--- config.mk ---
export PLATFORM = sky130hd
export DESIGN_NAME = disp_edit_ctrl
export DESIGN_NICKNAME = d
export VERILOG_FILES = /design/src/rtl/disp_edit_ctrl.sv
export SDC_FILE = /design/constraint.sdc
export NUM_CORES = 1
export LEC_CHECK = 0
export ABC_AREA = 0
export CAP_MARGIN = 10
export CORE_UTILIZATION = 54
export CTS_BUF_LIST = sky130_fd_sc_hd__clkbuf_8 sky130_fd_sc_hd__clkbuf_16
export CTS_CLUSTER_DIAMETER = 80
export DETAILED_ROUTE_END_ITERATION = 16
export GPL_TIMING_DRIVEN = 0
export PLACE_DENSITY = 0.85
export SLEW_MARGIN = 20
export SYNTH_ARGS = -nofsm -noshare
export SYNTH_HDL_FRONTEND = slang
export SYNTH_SLANG_ARGS = --single-unit
--- constraint.sdc ---
create_clock -name clk -period 6.2 [get_ports clk]
set_input_delay 1.24 -clock clk [delete_from_list [all_inputs] [get_ports clk]]
set_output_delay 1.24 -clock clk [all_outputs]
set_load 0.03 [all_outputs]
--- src/rtl/disp_edit_ctrl.sv ---
// Display/edit sequencer for the 4-digit seven-segment path: operand entry with cursor,
// choice of operand/result display, and mode/digit drive for the blinking display driver.
module disp_edit_ctrl #(
    parameter int unsigned EDIT_TIMEOUT = 10,
    parameter int unsigned RESULT_HOLD  = 5,
    parameter int unsigned DIGIT_MAX    = 9
) (
    input  logic        clk,
    input  logic        rst_n,
    input  logic        tick,
    input  logic        btn_edit,
    input  logic        btn_next,
    input  logic        btn_inc,
    input  logic        result_valid,
    input  logic [15:0] result,
    output logic [1:0]  mode,
    output logic [1:0]  digit,
    output logic [15:0] disp_value,
    output logic [15:0] operand,
    output logic        operand_valid
);

    typedef enum logic [1:0] {
        StIdle   = 2'd0,
        StEdit   = 2'd1,
        StResult = 2'd2
    } state_e;

    localparam logic [7:0] EditTo  = 8'(EDIT_TIMEOUT);
    localparam logic [7:0] HoldTo  = 8'(RESULT_HOLD);
    localparam logic [3:0] DigMax  = 4'(DIGIT_MAX);

    state_e      state_q, state_d;
    logic [1:0]  digit_q, digit_d;
    logic [15:0] buf_q, buf_d;
    logic [15:0] operand_q, operand_d;
    logic [15:0] result_q, result_d;
    logic [15:0] disp_q, disp_d;
    logic        pend_q, pend_d;
    logic        ov_q, ov_d;
    logic [7:0]  timer_q, timer_d;

    logic [7:0]  timer_inc;
    logic [3:0]  nib;
    logic [3:0]  nib_idx;

    always_comb begin
        state_d   = state_q;
        digit_d   = digit_q;
        buf_d     = buf_q;
        operand_d = operand_q;
        result_d  = result_q;
        pend_d    = pend_q;
        timer_d   = timer_q;
        ov_d      = 1'b0;
        disp_d    = disp_q;

        timer_inc = (timer_q == 8'hFF) ? timer_q : timer_q + 8'd1;
        nib_idx   = {digit_q, 2'b00};
        nib       = buf_q[nib_idx +: 4];

        if (result_valid) begin
            result_d = result;
        end

        unique case (state_q)
            StIdle: begin
                if (btn_edit) begin
                    state_d = StEdit;
                    buf_d   = operand_q;
                    digit_d = 2'd0;
                    timer_d = 8'd0;
                    pend_d  = result_valid;
                end else if (result_valid) begin
                    state_d = StResult;
                    timer_d = 8'd0;
                end
            end
            StEdit: begin
                if (result_valid) begin
                    pend_d = 1'b1;
                end
                // Only the highest-priority button acts; any button beats a timeout.
                if (btn_edit) begin
                    operand_d = buf_q;
                    ov_d      = 1'b1;
                    state_d   = (pend_q || result_valid) ? StResult : StIdle;
                    timer_d   = 8'd0;
                    pend_d    = 1'b0;
                end else if (btn_next) begin
                    digit_d = digit_q + 2'd1;
                    timer_d = 8'd0;
                end else if (btn_inc) begin
                    buf_d[nib_idx +: 4] = (nib >= DigMax) ? 4'd0 : nib + 4'd1;
                    timer_d = 8'd0;
                end else if (tick) begin
                    if (timer_inc >= EditTo) begin
                        state_d = (pend_q || result_valid) ? StResult : StIdle;
                        timer_d = 8'd0;
                        pend_d  = 1'b0;
                    end else begin
                        timer_d = timer_inc;
                    end
                end
            end
            StResult: begin
                if (btn_edit) begin
                    state_d = StEdit;
                    buf_d   = operand_q;
                    digit_d = 2'd0;
                    timer_d = 8'd0;
                    pend_d  = result_valid;
                end else if (result_valid) begin
                    timer_d = 8'd0;
                end else if (tick) begin
                    if (timer_inc >= HoldTo) begin
                        state_d = StIdle;
                        timer_d = 8'd0;
                    end else begin
                        timer_d = timer_inc;
                    end
                end
            end
            default: begin
                state_d = StIdle;
                timer_d = 8'd0;
            end
        endcase

        unique case (state_d)
            StEdit:   disp_d = buf_d;
            StResult: disp_d = result_d;
            default:  disp_d = operand_d;
        endcase
    end

    always_ff @(posedge clk or negedge rst_n) begin
        if (!rst_n) begin
            state_q   <= StIdle;
            digit_q   <= 2'd0;
            buf_q     <= 16'd0;
            operand_q <= 16'd0;
            result_q  <= 16'd0;
            disp_q    <= 16'd0;
            pend_q    <= 1'b0;
            ov_q      <= 1'b0;
            timer_q   <= 8'd0;
        end else begin
            state_q   <= state_d;
            digit_q   <= digit_d;
            buf_q     <= buf_d;
            operand_q <= operand_d;
            result_q  <= result_d;
            disp_q    <= disp_d;
            pend_q    <= pend_d;
            ov_q      <= ov_d;
            timer_q   <= timer_d;
        end
    end

    assign mode          = state_q;
    assign digit         = digit_q;
    assign disp_value    = disp_q;
    assign operand       = operand_q;
    assign operand_valid = ov_q;

endmodule

## Yosys cells after proc, flatten, opt, wreduce, memory -nomap -nowiden

Index checks and enable logic that the tools add are counted.

- Logic and storage cells: 88
- Flip-flop bits (word level): 78
- Bits of input ports: 23
- Output and inout bits: 37

- Shifts and indexed selects: 3
- $add $sub $neg: 4
- Reduce and logical (&&, ||, !) cells: 7
- $lt $le $gt $ge: 3
- Mux-type cells: 51
- Equality and inequality tests: 11

Operators by type and width:

| kind | number |
|---|---|
| 2-to-1 mux 16 bit | 7 |
| 2-to-1 mux 8 bit | 12 |
| case mux 16 bit (2 select lines) | 2 |
| 2-to-1 mux 2 bit | 15 |
| case mux 8 bit (3 select lines) | 1 |
| bitwise mux 16 bit | 1 |
| variable shift 4 x 6 -> 16 bit, first input constant | 1 |
| variable part select 16 x 5 -> 4 bit | 1 |
| variable part select 4 x 6 -> 16 bit | 1 |
| 2-to-1 mux 1 bit | 9 |
| adder 8 x 1 -> 8 bit, second input constant | 1 |
| == test 8 bit, second input constant | 1 |
| greater-or-equal comparator 8 x 3 -> 1 bit, second input constant | 1 |
| greater-or-equal comparator 8 x 4 -> 1 bit, second input constant | 1 |
| negator 4 -> 6 bit | 1 |
| case mux 2 bit (3 select lines) | 1 |
| != test 5 bit, second input constant | 1 |
| adder 4 x 1 -> 4 bit, second input constant | 1 |
| == test 2 x 1 -> 1 bit, second input constant | 2 |
| == test 2 bit, second input constant | 2 |
| greater-or-equal comparator 4 bit, second input constant | 1 |
| 2-to-1 mux 4 bit | 1 |
| != test 2 bit, second input constant | 2 |
| != test 4 bit, second input constant | 1 |
| other kinds (12) | 12 |

## Depth between registers and ports, before layout

- Depth after elaboration: 11
- Gate-level depth with buffers: 14
- Gate-level depth less buffers: 12

## Worst setup path after synthesis

Ideal clock, no wire load.

- Path type: input to register
- From: input btn_edit
- To: register disp_q[12] (netlist: disp_value[12])
- Slack: 2398 ps
- Library setup time: 87 ps
- Required time: 6113 ps
- Arrival: 3715 ps
- Buffers on the path: 4
- Stages on the path: 11
- Cells stage by stage: buf_2 > clkinv_1 > nor3_1 > buf_2 > a21oi_1 > a31o_2 > ha_1 > clkbuf_1 > clkbuf_1 > nor2_1 > a22oi_1

- Longest elaborated chain between the ends: 4
- Elaborated cells on any way between the ends: 12
- Those cells by class: eq/ne (2); mux (10)

Ends and longest elaborated chain:

| what | RTL line | source |
|---|---|---|
| from (decl) | 11 | `input logic btn_edit,` |
| 2-to-1 mux 2 bit, on equally long branches | 107, 68, 84 |  |
| case mux 2 bit (3 select lines) | 66 | `unique case (state_q)` |
| == test 2 bit / == test 2 x 1 -> 1 bit (equally long branches) | 130 | `unique case (state_d)` |
| case mux 16 bit (2 select lines) * | 130 |  |
| named net disp_d[12] | 38 | `logic [15:0] disp_q, disp_d;` |
| to (signal assigned) | 154 | `disp_q <= disp_d;` |
| to (decl) | 38 |  |

The timed path passes the listed nets; every way through them passes the cells marked *.
A chain may end at the register's enable or synchronous reset.

## Worst setup path in the final report

- From: input btn_edit
- To: register disp_q[6] (netlist: disp_value[6])

The elaborated chain is that of the path after synthesis.

==> metrics.md <==
| Metric | Value |
|---|---|
| Area growth from synthesis to final layout | `22.27%` |
| Routed length per instance | `19.79 microns` |
| RR Startpoint | `mode[0]` |
| Relative contribution of sequential cells to total power | `29.7%` |
| Number of unique standard cell types used by synthesis | `67` |
| Congestion Overflow GR | `0` |
| Slew @ Worst Pin | `1.025 ns` |
| Relative slew slack | `31.17%` |
| Total number of vias | `3721` |
| Final weighted congestion in routability-driven placement | `0.9764` |
| Most frequent standard cell in the layout excluding fill and tap cells | `sky130_fd_sc_hd__dfrtp_1` |
| Worst ir drop on vdd | `243.4 uV` |
| Antenna violations before repair | `0` |
| Top-level I/O count | `60` |
| Deepest level of the CTS H-tree | `3` |
| Worst setup timing slack at the placement stage | `0.7270 ns` |
| Highest fanout seen on the critical path | `10` |
| Leading cell types in the layout, fill and taps excluded | `sky130_fd_sc_hd__dfrtp_1 (78), sky130_fd_sc_hd__clkdlybuf4s50_1 (58), sky130_fd_sc_hd__nand2_1 (41)` |
| Portion of total power attributed to the clock network | `20.5%` |
| Standard cell core area | `7727 sq um` |
| HPWL after DPL | `8.498 mm` |
| WP buf/inv | `6` |
| Switch share | `44.11%` |
| Crit. Startpoint | `btn_edit` |
| CTS Hold Bufs | `0` |
| Crit path max-delay cell type | `sky130_fd_sc_hd__nor3_1` |
| Post-CTS Setup Bufs | `0` |
| Non-filler cells in the finished layout | `591` |
| Clock tree from TritonCTS | `built` |
| Count of fill cells added during filler insertion | `594` |
| Cell area after synthesis | `4325 sq um` |
| Signal arrival time at the worst endpoint | `5.47 ns` |
| Largest clock skew in the final design | `0.01054 ns` |
| Setup violators final | `0` |
| Count of max-cap constraint violations | `0` |
| Width of the die | `91.50 microns` |
| Launching element type of the critical path | `primary input` |
| Root buffer cell | `sky130_fd_sc_hd__clkbuf_8` |
| Syn Inst Count | `413` |
| Initial core utilization | `55.97%` |
| Net Count, Synth | `451` |
| Number of cell instances on the worst register-to-register path | `12` |
| Post-detailed-route DRC marker count | `0` |
| ANT nets after route | `0` |
| Number of flops mapped to enable cells by yosys | `0` |
| Cell type with the largest total area after synthesis | `sky130_fd_sc_hd__dfrtp_1` |
| Critical path's top delay family | `buffers and inverters` |
| Buffer levels on the longest clock path | `2` |
| DIE AREA | `8372 sq um` |
| Vertical die dimension | `91.50 microns` |
| Most used flip-flop cell after synthesis | `sky130_fd_sc_hd__dfrtp_1` |
| LEAKAGE | `2.370 nW` |
| IO buf count | `59` |
| Total power divided by cell area | `394.9 nW/um^2` |
| Critical Setup Path Class | `primary input to flop` |
| Worst reg2reg path endpoint | `disp_value[6]` |
| Vias per Instance | `6.296` |
| Share of final-layout standard cells stronger than drive strength 1 | `16.77%` |
| All-layer global routing usage | `29.51%` |
| Highest attainable clock frequency | `192.5 MHz` |
| Type of destination of the critical path | `flop` |
| Total wire length after detailed routing | `11.70 mm` |
| Critical path depth | `12` |
| Part of the cycle the worst path needs | `83.77%` |
| Final critical-path required period | `5.194 ns` |
| Final layout net count | `522` |
| Flops & latches, synth | `78` |
| Number of clock buffers inserted by TritonCTS | `9` |
| Pin count of the biggest net entering global routing | `51` |
| Required time worst endpoint | `6.47 ns` |
| Slowest cell delay on critical path | `0.89 ns` |
| First-pass iteration count of the detailed router | `6` |
| Avg Cell Area, Syn | `10.47 sq um` |
| Number of global-route vias before repair | `3709` |
| Internal power | `0.001167 W` |
| Max-slew violation count | `0` |
| Clock slew seen by the registers of the worst setup and hold paths | `0.08 ns` |
| Latest clock arrival within the worst-skew pair | `0.36 ns` |
| Synthesis Warnings | `0` |
| Result of the run | `finished, final reports clean` |
| Placed Cells | `575` |
| Worst Setup Slack, final | `1.006 ns` |
| Clock sink count | `78` |
| Floorplan row count | `32` |
| Slack of the worst reg-to-reg path | `1.89 ns` |
| Path category of the worst min-delay check | `flop to flop` |
| PnR Total Power | `0.002089 W` |
| Number of diodes | `0` |
| Initial drt markers | `295` |
| Final number of hold-violating endpoints | `0` |
| Setup repair after global routing missed its margin | `no` |
| Wire length of the first global-routing pass | `18.91 mm` |
| Synth top area cells | `sky130_fd_sc_hd__dfrtp_1 (45%), sky130_fd_sc_hd__mux2_2 (9.1%), sky130_fd_sc_hd__ha_1 (4.3%), sky130_fd_sc_hd__nand2_1 (3.6%), sky130_fd_sc_hd__o21ai_0 (2.5%)` |
| Yosys top cell area share | `45.13%` |
| Post-Place Cell Area | `5069 sq um` |
| Cell Chain, Critical Path | `clkdlybuf4s50_1 > buf_2 > clkinv_1 > nor3_1 > buf_2 > a21oi_1 > a31o_2 > ha_1 > clkbuf_1 > clkbuf_1 > a21oi_1 > a31oi_1` |
| Resize count post-CTS | `0` |
| Sw power | `0.0009213 W` |
| Crit path capture | `disp_value[6]` |
| Combinational power share | `49.8%` |
| Post-Route Setup TNS | `0 ns` |
| Final instance area | `5289 sq um` |
| Share of synthesized flip-flops with an asynchronous set or reset | `100.0%` |
| Sequential area share after synthesis | `45.13%` |
-- layer usage --
| layer | share of wire, % | track usage [%] |
|---|---|---|
| met2 | 50 | 50.69 |
| met5 | 0 | 0 |
| met3 | 6.1 | 5.528 |
| met1 | 42 | 37.18 |
| met4 | 1.9 | 10.32 |
-- cell usage after synthesis, drive strengths merged (2+ instances only) --
library cell and number:
nand4bb 3, nand3 9, nor3 3, a211oi 4, or4b 3, a22o 4, o21ai 22, and2 7
nor3b 2, or4 2, clkbuf 15, mux4 4, or3b 2, o22a 3, nor2 14, inv 20
o41a 3, and3b 3, dfrtp 78, mux2 35, a21oi 17, a31o 6, nor2b 5, nand2b 8
a221o 6, o22ai 2, a211o 2, o211ai 3, a31oi 8, a222oi 2, or2 5, nor4 4
ha 15, buf 7, or3 5, nand4 2, a22oi 15, nand2 41, a2bb2oi 3, a221oi 2
-- state kept, by name, summed over array words and instances, names as in the netlist --
signal         flops
operand           16
timer_q            8
mode               2
result_q          16
disp_value        16
buf_q             16
pend_q             1
digit              2
operand_valid      1
-- layout make-up --
class	count	area, sq um	share of cell area (%)
sequential	78	1952	36.91
tap	102	127.6	2.413
inverter	21	78.83	1.490
buffer	22	93.84	1.774
clock buffer	9	123.9	2.342
multi-input combinational	292	2201	41.61
timing repair buffer	60	615.6	11.64
clock inverter	7	96.34	1.822
-- worst min path at each step --
| stage | from | end | slack [ns] | cells after the start |
|---|---|---|---|---|
| final | result_q[12] | result_q[12] | 0.50 | 1 |
| after floorplan | result_q[0] | result_q[0] | 0.47 | 1 |
| after detailed placement | result_q[12] | result_q[12] | 0.48 | 1 |
| after global placement | result_q[12] | result_q[12] | 0.48 | 1 |
| after global routing | result_q[10] | result_q[10] | 0.53 | 1 |
| after CTS | result_q[12] | result_q[12] | 0.50 | 1 |
-- stage by stage --
step	util, %	hold slack (ns)
floorplan	-	0.4666
global placement	65.27	0.4779
detailed placement	65.59	0.4842
CTS	68.44	0.5029
global route	68.44	0.5264
finish	68.44	0.5009
-- cell families after synthesis --
logic type | synth area share (%)
AO/OA/AOI/OAI | 19.50
buffers and inverters | 3.992
AND/OR/NAND/NOR | 15.48
flip-flops | 45.13
XOR/XNOR | 0.2025
multiplexers | 11.37
adder cells (fa/ha/maj) | 4.339
-- power groups by stage --
stage | logic [W] | clock network, W | registers [W]
floorplan | 0.000582 | 0 | 0.000702
global placement | 0.000994 | 0 | 0.000625
detailed placement | 0.00102 | 0 | 0.000628
CTS | 0.00103 | 0.000429 | 0.000619
global route | 0.00112 | 0.000451 | 0.000627
finish | 0.00104 | 0.000428 | 0.000620
Note: power is estimated with default switching activity, not from simulation.
